[src/rtl/dac_spi_driver.sv]
// Dual-channel serial DAC driver: shifts two 12-bit codes out MSB first,
// padded to 16-bit frames, on a divided serial clock.
// Then it holds the frame strobe high for a configurable gap before signalling done.
// Ports:
//   clock, reset        system clock, synchronous active-high reset
//   start               frame request, level-sampled only while idle
//   sample_a, sample_b  12-bit channel codes, latched at frame acceptance
//   sclk, sync_n        serial clock (idles high) and active-low frame strobe
//   dina, dinb          serial data for channels A and B
//   busy, done          frame in progress / one-cycle completion pulse
module dac_spi_driver #(
  parameter int unsigned CLK_DIV   = 2,
  parameter int unsigned FRAME_GAP = 1
) (
  input  logic        clock,
  input  logic        reset,
  input  logic        start,
  input  logic [11:0] sample_a,
  input  logic [11:0] sample_b,
  output logic        sclk,
  output logic        sync_n,
  output logic        dina,
  output logic        dinb,
  output logic        busy,
  output logic        done
);

  localparam int unsigned DIV_W = 8;
  localparam int unsigned BIT_W = 4;
  localparam int unsigned GAP_W = 12;
  localparam int unsigned SR_W  = 16;

  localparam logic [DIV_W-1:0] DIV_LAST = DIV_W'(CLK_DIV - 1);
  localparam logic [BIT_W-1:0] BIT_LAST = BIT_W'(SR_W - 1);
  // Gap is counted in sclk half-periods so the counter stays small.
  localparam logic [GAP_W-1:0] GAP_LAST = (FRAME_GAP == 0) ? '0 : GAP_W'(2 * FRAME_GAP - 1);

  typedef enum logic [1:0] {IDLE, SHIFT, GAP} state_t;

  state_t            state, state_nxt;
  logic [DIV_W-1:0]  div_cnt, div_cnt_nxt;
  logic [BIT_W-1:0]  bit_cnt, bit_cnt_nxt;
  logic [GAP_W-1:0]  gap_cnt, gap_cnt_nxt;
  logic [SR_W-1:0]   sr_a, sr_a_nxt, sr_b, sr_b_nxt;
  logic              sclk_nxt, sync_n_nxt, busy_nxt, done_nxt;

  // Data lines are the shift-register MSBs; registers are cleared outside a frame.
  assign dina = sr_a[SR_W-1];
  assign dinb = sr_b[SR_W-1];

  // Next-state and next-output logic.
  always_comb begin
    state_nxt   = state;
    div_cnt_nxt = div_cnt;
    bit_cnt_nxt = bit_cnt;
    gap_cnt_nxt = gap_cnt;
    sr_a_nxt    = sr_a;
    sr_b_nxt    = sr_b;
    sclk_nxt    = sclk;
    sync_n_nxt  = sync_n;
    busy_nxt    = busy;
    done_nxt    = 1'b0;

    unique case (state)
      IDLE: begin
        if (start) begin
          state_nxt   = SHIFT;
          sr_a_nxt    = {4'b0000, sample_a};
          sr_b_nxt    = {4'b0000, sample_b};
          sync_n_nxt  = 1'b0;
          busy_nxt    = 1'b1;
          sclk_nxt    = 1'b1;
          div_cnt_nxt = '0;
          bit_cnt_nxt = '0;
        end
      end

      SHIFT: begin
        if (div_cnt == DIV_LAST) begin
          div_cnt_nxt = '0;
          if (sclk) begin
            sclk_nxt = 1'b0;
          end else begin
            sclk_nxt = 1'b1;
            if (bit_cnt == BIT_LAST) begin
              // Rising edge after the 16th fall closes the frame.
              sr_a_nxt    = '0;
              sr_b_nxt    = '0;
              sync_n_nxt  = 1'b1;
              gap_cnt_nxt = '0;
              if (FRAME_GAP == 0) begin
                state_nxt = IDLE;
                done_nxt  = 1'b1;
                busy_nxt  = 1'b0;
              end else begin
                state_nxt = GAP;
              end
            end else begin
              sr_a_nxt    = {sr_a[SR_W-2:0], 1'b0};
              sr_b_nxt    = {sr_b[SR_W-2:0], 1'b0};
              bit_cnt_nxt = bit_cnt + BIT_W'(1);
            end
          end
        end else begin
          div_cnt_nxt = div_cnt + DIV_W'(1);
        end
      end

      GAP: begin
        if (div_cnt == DIV_LAST) begin
          div_cnt_nxt = '0;
          if (gap_cnt == GAP_LAST) begin
            state_nxt = IDLE;
            done_nxt  = 1'b1;
            busy_nxt  = 1'b0;
          end else begin
            gap_cnt_nxt = gap_cnt + GAP_W'(1);
          end
        end else begin
          div_cnt_nxt = div_cnt + DIV_W'(1);
        end
      end

      default: state_nxt = IDLE;
    endcase
  end

  // State and output registers.
  always_ff @(posedge clock) begin
    if (reset) begin
      state   <= IDLE;
      div_cnt <= '0;
      bit_cnt <= '0;
      gap_cnt <= '0;
      sr_a    <= '0;
      sr_b    <= '0;
      sclk    <= 1'b1;
      sync_n  <= 1'b1;
      busy    <= 1'b0;
      done    <= 1'b0;
    end else begin
      state   <= state_nxt;
      div_cnt <= div_cnt_nxt;
      bit_cnt <= bit_cnt_nxt;
      gap_cnt <= gap_cnt_nxt;
      sr_a    <= sr_a_nxt;
      sr_b    <= sr_b_nxt;
      sclk    <= sclk_nxt;
      sync_n  <= sync_n_nxt;
      busy    <= busy_nxt;
      done    <= done_nxt;
    end
  end

endmodule

[config.mk]
export PLATFORM = sky130hd
export DESIGN_NAME = dac_spi_driver
export DESIGN_NICKNAME = d
export VERILOG_FILES = /design/src/rtl/dac_spi_driver.sv
export SDC_FILE = /design/constraint.sdc
export NUM_CORES = 1
export LEC_CHECK = 0
export CAP_MARGIN = 30
export CELL_PAD_IN_SITES_DETAIL_PLACEMENT = 1
export CELL_PAD_IN_SITES_GLOBAL_PLACEMENT = 2
export CORE_UTILIZATION = 33
export CTS_BUF_LIST = sky130_fd_sc_hd__clkbuf_16
export CTS_CLUSTER_SIZE = 40
export DETAILED_ROUTE_END_ITERATION = 16
export HOLD_SLACK_MARGIN = 0.08
export PLACE_DENSITY = 0.77
export SETUP_SLACK_MARGIN = 0.1
export SLEW_MARGIN = 30
export SYNTH_ARGS = -nofsm -noshare
export SYNTH_HDL_FRONTEND = slang
export SYNTH_SLANG_ARGS = --single-unit
[constraint.sdc]
create_clock -name clock -period 2.9 [get_ports clock]
set_clock_uncertainty 0.05 [all_clocks]
set_input_delay 0.435 -clock clock [delete_from_list [all_inputs] [get_ports clock]]
set_output_delay 0.435 -clock clock [all_outputs]
set_load 0.02 [all_outputs]
; Yosys cells after proc, flatten, opt, wreduce, memory -nomap -nowiden
; Index checks and enable logic that the tools add are counted.
; W data, S select, Z words.
[word_totals]
regBits = 62
input_bits = 27
out_inout_bits = 6
wordCells = 87
[op_classes]
add_sub_neg = 3
n_eq_ne = 13
muxes = 44
bitwise_logic = 2
reduce_logical = 15
[ops]
columns = operator, count
row1 = $mux W16, 8
row2 = $pmux W16 S2, 2
row3 = $mux W12, 5
row4 = $pmux W12 S2, 1
row5 = $mux W4, 4
row6 = $mux W8, 2
row7 = $ne A2 B2 Y1 const B, 8
row8 = $pmux W8 S2, 1
row9 = $add A12 B1 Y12 const B, 1
row10 = $eq A12 B1 Y1 const B, 1
row11 = $mux W2, 6
row12 = $reduce_and A6 Y1, 2
row13 = $mux W1, 10
row14 = $reduce_and A5 Y1, 2
row15 = $add A8 B1 Y8 const B, 1
row16 = $eq A8 B1 Y1 const B, 1
row17 = $pmux W4 S2, 1
row18 = $reduce_and A4 Y1, 2
row19 = $reduce_bool A2 Y1, 4
row20 = $pmux W1 S2, 3
row21 = $pmux W2 S3, 1
row22 = $add A4 B1 Y4 const B, 1
row23 = $eq A4 B4 Y1 const B, 1
row24 = $reduce_and A3 Y1, 1
row25 = 7 further kinds, 8

; Logic depth before layout (Yosys ltp)
[depth]
depth_word = 5
ltp_mapped = 10
mapped_depth_nobuf = 7

; Least setup slack after synthesis
; No wires, ideal clock.
[synth_timing]
kind = reg2reg
startpoint = register div_cnt[0]
endpoint = register bit_cnt[2]
setup_time_ns = 0.079
arrival_time_ns = 2.004
t_required_ns = 2.771
slack_ns = 0.767
path_stages_with_launch = 10
n_path_buf = 3
period_less_slack_ns = 2.133
cell_sequence = dfxtp_1 ha_1 or4b_1 buf_2 o41ai_2 and2_1 buf_6 buf_6 a21oi_2 a211oi_2
[synth_between]
elab_chain_len = 3
[synth_lines]
columns = element, line_no
row1 = from (decl), 41  ; logic [DIV_W-1:0] div_cnt, div_cnt_nxt;
row2 = from (signal assigned), 143  ; div_cnt <= div_cnt_nxt;
row3 = $eq A8 B1 Y1, 79  ; if (div_cnt == DIV_LAST) begin
row4 = $ne A2 B2 Y1 (no line), -
row5 = $reduce_and A5 Y1 (no line), -
row6 = to (signal assigned), 144  ; bit_cnt <= bit_cnt_nxt;
row7 = to (decl), 42  ; logic [BIT_W-1:0] bit_cnt, bit_cnt_nxt;
; Every way passes these cells.
; A chain may end at the register's enable or synchronous reset.

; Worst setup path after layout
[layout_timing]
startpoint = register div_cnt[0]
endpoint = register bit_cnt[1]
; The elaborated chain is that of the path after synthesis.

==> run_results.csv <==
group,metric,value,unit
outcome,status,"complete, no violations",
power_and_ir_drop,pwr_density_cell,892,nW/um2
floorplan,rows,34,
clocking,cts_max_path_buffers,2,
yosys,synth_xor_area_frac,0.0149,
placement,io_buffer_count,32,
timing,slew_viol_final,0,
setup_path,slowest_stage,"or4b_1",
placement,dpl.cell_count,474,
grt,overflow,0,
yosys,synth_flop_cell,"dfxtp_1",
hold_path,hold_class,"flip-flop to flip-flop",
yosys,synth_compound_area_frac,0.223,
yosys,yosysMostFrequentCell,"dfxtp_1",
final_layout,fin_cells,490,
yosys,synth_top_area_frac,0.422,
timing,tns,0,ns
floorplan,die_w,96.4,um
final_layout,area_delta_synth_final,22.9,%
setup_path,critPathRequiredTime,3.04,ns
clocking,cts_hold_buf,0,
floorplan,start_util,0.339,
placement,dpl.hpwl,4.75,mm
final_layout,fill_cells,1039,
grt,grtUsageTotal,0.172,
setup_path,critPathArrivalTime,2.51,ns
setup_path,crit_path_start_kind,"flip-flop",
yosys,syn-instance-count,354,
timing,min_period,2.38,ns
grt,grt_pass1_vias,2583,
final_layout,drive_gt1_frac,0.0785,
floorplan,die-area,9280,um2
yosys,ys_types,44,
yosys,muxShareOfSynthArea,0.0175,
clocking,htreeDepth,3,
timing,finalCritPeriodShare,0.820,
clocking,cts_setup_buffers,0,
floorplan,ioPinCount,33,
yosys,yosysTopAreaCell,"dfxtp_1",
setup_path,worstPathMaxFanout,35,
yosys,syn_area_per_cell,8.30,um2
power_and_ir_drop,irDropWorstVdd,587,uV
clocking,cts_root_buffer,"clkbuf_16",
clocking,cts_resized,0,
yosys,yosys-top-cells-area,"dfxtp_1, nand2_1, a21oi_1, a32oi_1, nand3_1",
grt,grt_max_degree,57,
power_and_ir_drop,leakage,1.27,nW
drt,drt_first_iter_violations,56,
timing,hold_viol,0,
yosys,synth_top_family_by_area,"simple AND/OR/NAND/NOR gates",
drt,drt-total-wl,7.35,mm
yosys,synth_fa_ha_area_frac,0.0383,
timing,rsz0062_at_grt,"false",
drt,drc_errors,0,
setup_path,cp_cell_sequence,"ha_1, or4b_1, o41ai_2, nand2_1, buf_4, o21ai_0, a21oi_1",
drt,vias,2689,
floorplan,coreArea,8680,um2
floorplan,die_h,96.4,um
drt,antenna_left,0,
yosys,mappedNetlistNets,390,
final_layout,nets,413,
yosys,async_flop_share,0,
yosys,ys_seq_area_frac,0.422,
drt,wl_per_cell,15.0,um
yosys,synth-seq-cells,62,
setup_path,critPathKind,"flip-flop to flip-flop",
clocking,worstSkewPairLatency,0.33,ns
final_layout,diodes,0,
yosys,synth_edf_count,0,
clocking,cts_tree,"built",
drt,dr.pass1.iters,4,
yosys,synth-simple-area-share,0.231,
grt,antenna_found_initial,0,
timing,setup_viol,0,
yosys,synth_common_cells,"dfxtp_1, nand2_1, a21oi_1, nand3_1, clkbuf_1",
yosys,netlist_area,2940,um2
timing,max-slew-margin-rel,0.569,
setup_path,crit_path_end_kind,"flip-flop",
grt,grt_pass1_wl,12.3,mm
setup_path,critPathMaxStageDelay,0.58,ns
clocking,clkSlewWorstSetupHoldPaths,0.06,ns
placement,place.gp.congestion,0.765,
clocking,clkSinkCount,62,
clocking,numCtsBuffers,9,
run,maxCapViolCount,0,
timing,max_freq,421,MHz
timing,tightestPinTransition,0.641,ns
yosys,synth_warnings,0,
drt,avgViaCountPerCell,5.49,
[layout make-up]
cell class | instances | area (um2) | area share
clock buffer | 9 | 225 | 0.0624
clock inverter | 7 | 65.1 | 0.0180
inverter | 6 | 22.5 | 0.00624
multi-input combinational | 259 | 1540 | 0.427
sequential | 62 | 1240 | 0.344
tap | 108 | 135 | 0.0374
timing repair buffer | 39 | 380 | 0.105
[metrics by stage]
step / hold WS (ns) / utilization / area, um2 / worst slack, ns / power [mW]
2_1_floorplan: 0.382 / - / 2940 / 0.767 / 1.91
3_3_place_gp: 0.391 / 0.382 / 3320 / 0.611 / 2.17
3_5_place_dp: 0.397 / 0.382 / 3320 / 0.492 / 2.20
4_1_cts: 0.405 / 0.416 / 3610 / 0.486 / 3.29
5_1_grt: 0.427 / 0.416 / 3610 / 0.287 / 3.43
6_report: 0.399 / 0.416 / 3610 / 0.523 / 3.22
[cell families (layout without fill, tap and decap cells)]
group | Yosys count | in the layout
compound gates | 99 | 99
xor+xnor | 5 | 5
mux | 5 | 5
fa+ha+maj | 9 | 9
simple gates | 141 | 141
flops | 62 | 62
buf+inv | 33 | 61
[flip-flops by register name, indices dropped and copies added (netlist names)]
register,flops
state,2
sr_a,16
sclk,1
sync_n,1
div_cnt,8
bit_cnt,4
gap_cnt,12
sr_b,16
done,1
busy,1
[power breakdown]
group | internal [mW] | total [mW] | switching (mW)
logic | 0.387 | 1.12 | 0.736
registers | 0.965 | 1.04 | 0.0719
clock network | 0.660 | 1.06 | 0.401
[worst max-delay path: cells and delay by family, from the launching register on]
family / cells / cell delay (ns)
flops: 1 / 0.39
fa+ha+maj: 1 / 0.16
simple gates: 2 / 0.68
buf+inv: 1 / 0.26
compound gates: 3 / 0.69
[cells in the final DEF (no fill, tap or decap), types with 2 or more instances in the layout]
cell type / Yosys / routed
nor4_1: 4 / 4
o21ai_0: 15 / 15
o21bai_1: 2 / 2
dfxtp_1: 62 / 62
nand2b_1: 10 / 10
and3_1: 4 / 4
nor2b_1: 2 / 2
nand2_1: 56 / 56
inv_1: 6 / 7
o31ai_1: 2 / 2
a31oi_1: 15 / 15
buf_4: 0 / 6
nor3_1: 6 / 6
ha_1: 9 / 9
nand4_1: 4 / 4
nand3_1: 26 / 26
a32oi_1: 15 / 15
a21o_1: 6 / 6
a21oi_1: 33 / 33
a22oi_1: 2 / 2
clkinv_2: 0 / 3
mux2i_1: 4 / 4
clkdlybuf4s50_1: 0 / 31
clkbuf_16: 0 / 9
or3_1: 4 / 4
nor2_1: 15 / 15
or2_2: 2 / 2
and2_1: 2 / 2
xor2_1: 5 / 5
[per-layer routing]
layer	share of wire	routed length (um)	vias to the layer above	global-route usage
met1	0.49	3590	1309	0.214
li1	-	-	1324	-
met3	0.037	272	6	0.0592
met4	0.011	80	0	0.0576
met2	0.46	3400	50	0.278
met5	0	0	-	0
[worst paths after layout]
path | from | to | slack, ns | cells past startpoint
setup / recovery | div_cnt[0]$_SDFFE_PP0P_ | bit_cnt[1]$_SDFFE_PP0P_ | 0.52 | 7
hold / removal | sr_a[15]$_SDFFE_PP0P_ | sr_a[15]$_SDFFE_PP0P_ | 0.40 | 2
setup reg to reg | div_cnt[0]$_SDFFE_PP0P_ | bit_cnt[1]$_SDFFE_PP0P_ | 0.52 | 7
hold reg to reg | sr_a[15]$_SDFFE_PP0P_ | sr_a[15]$_SDFFE_PP0P_ | 0.40 | 2
(Power assumes the default switching activity.)
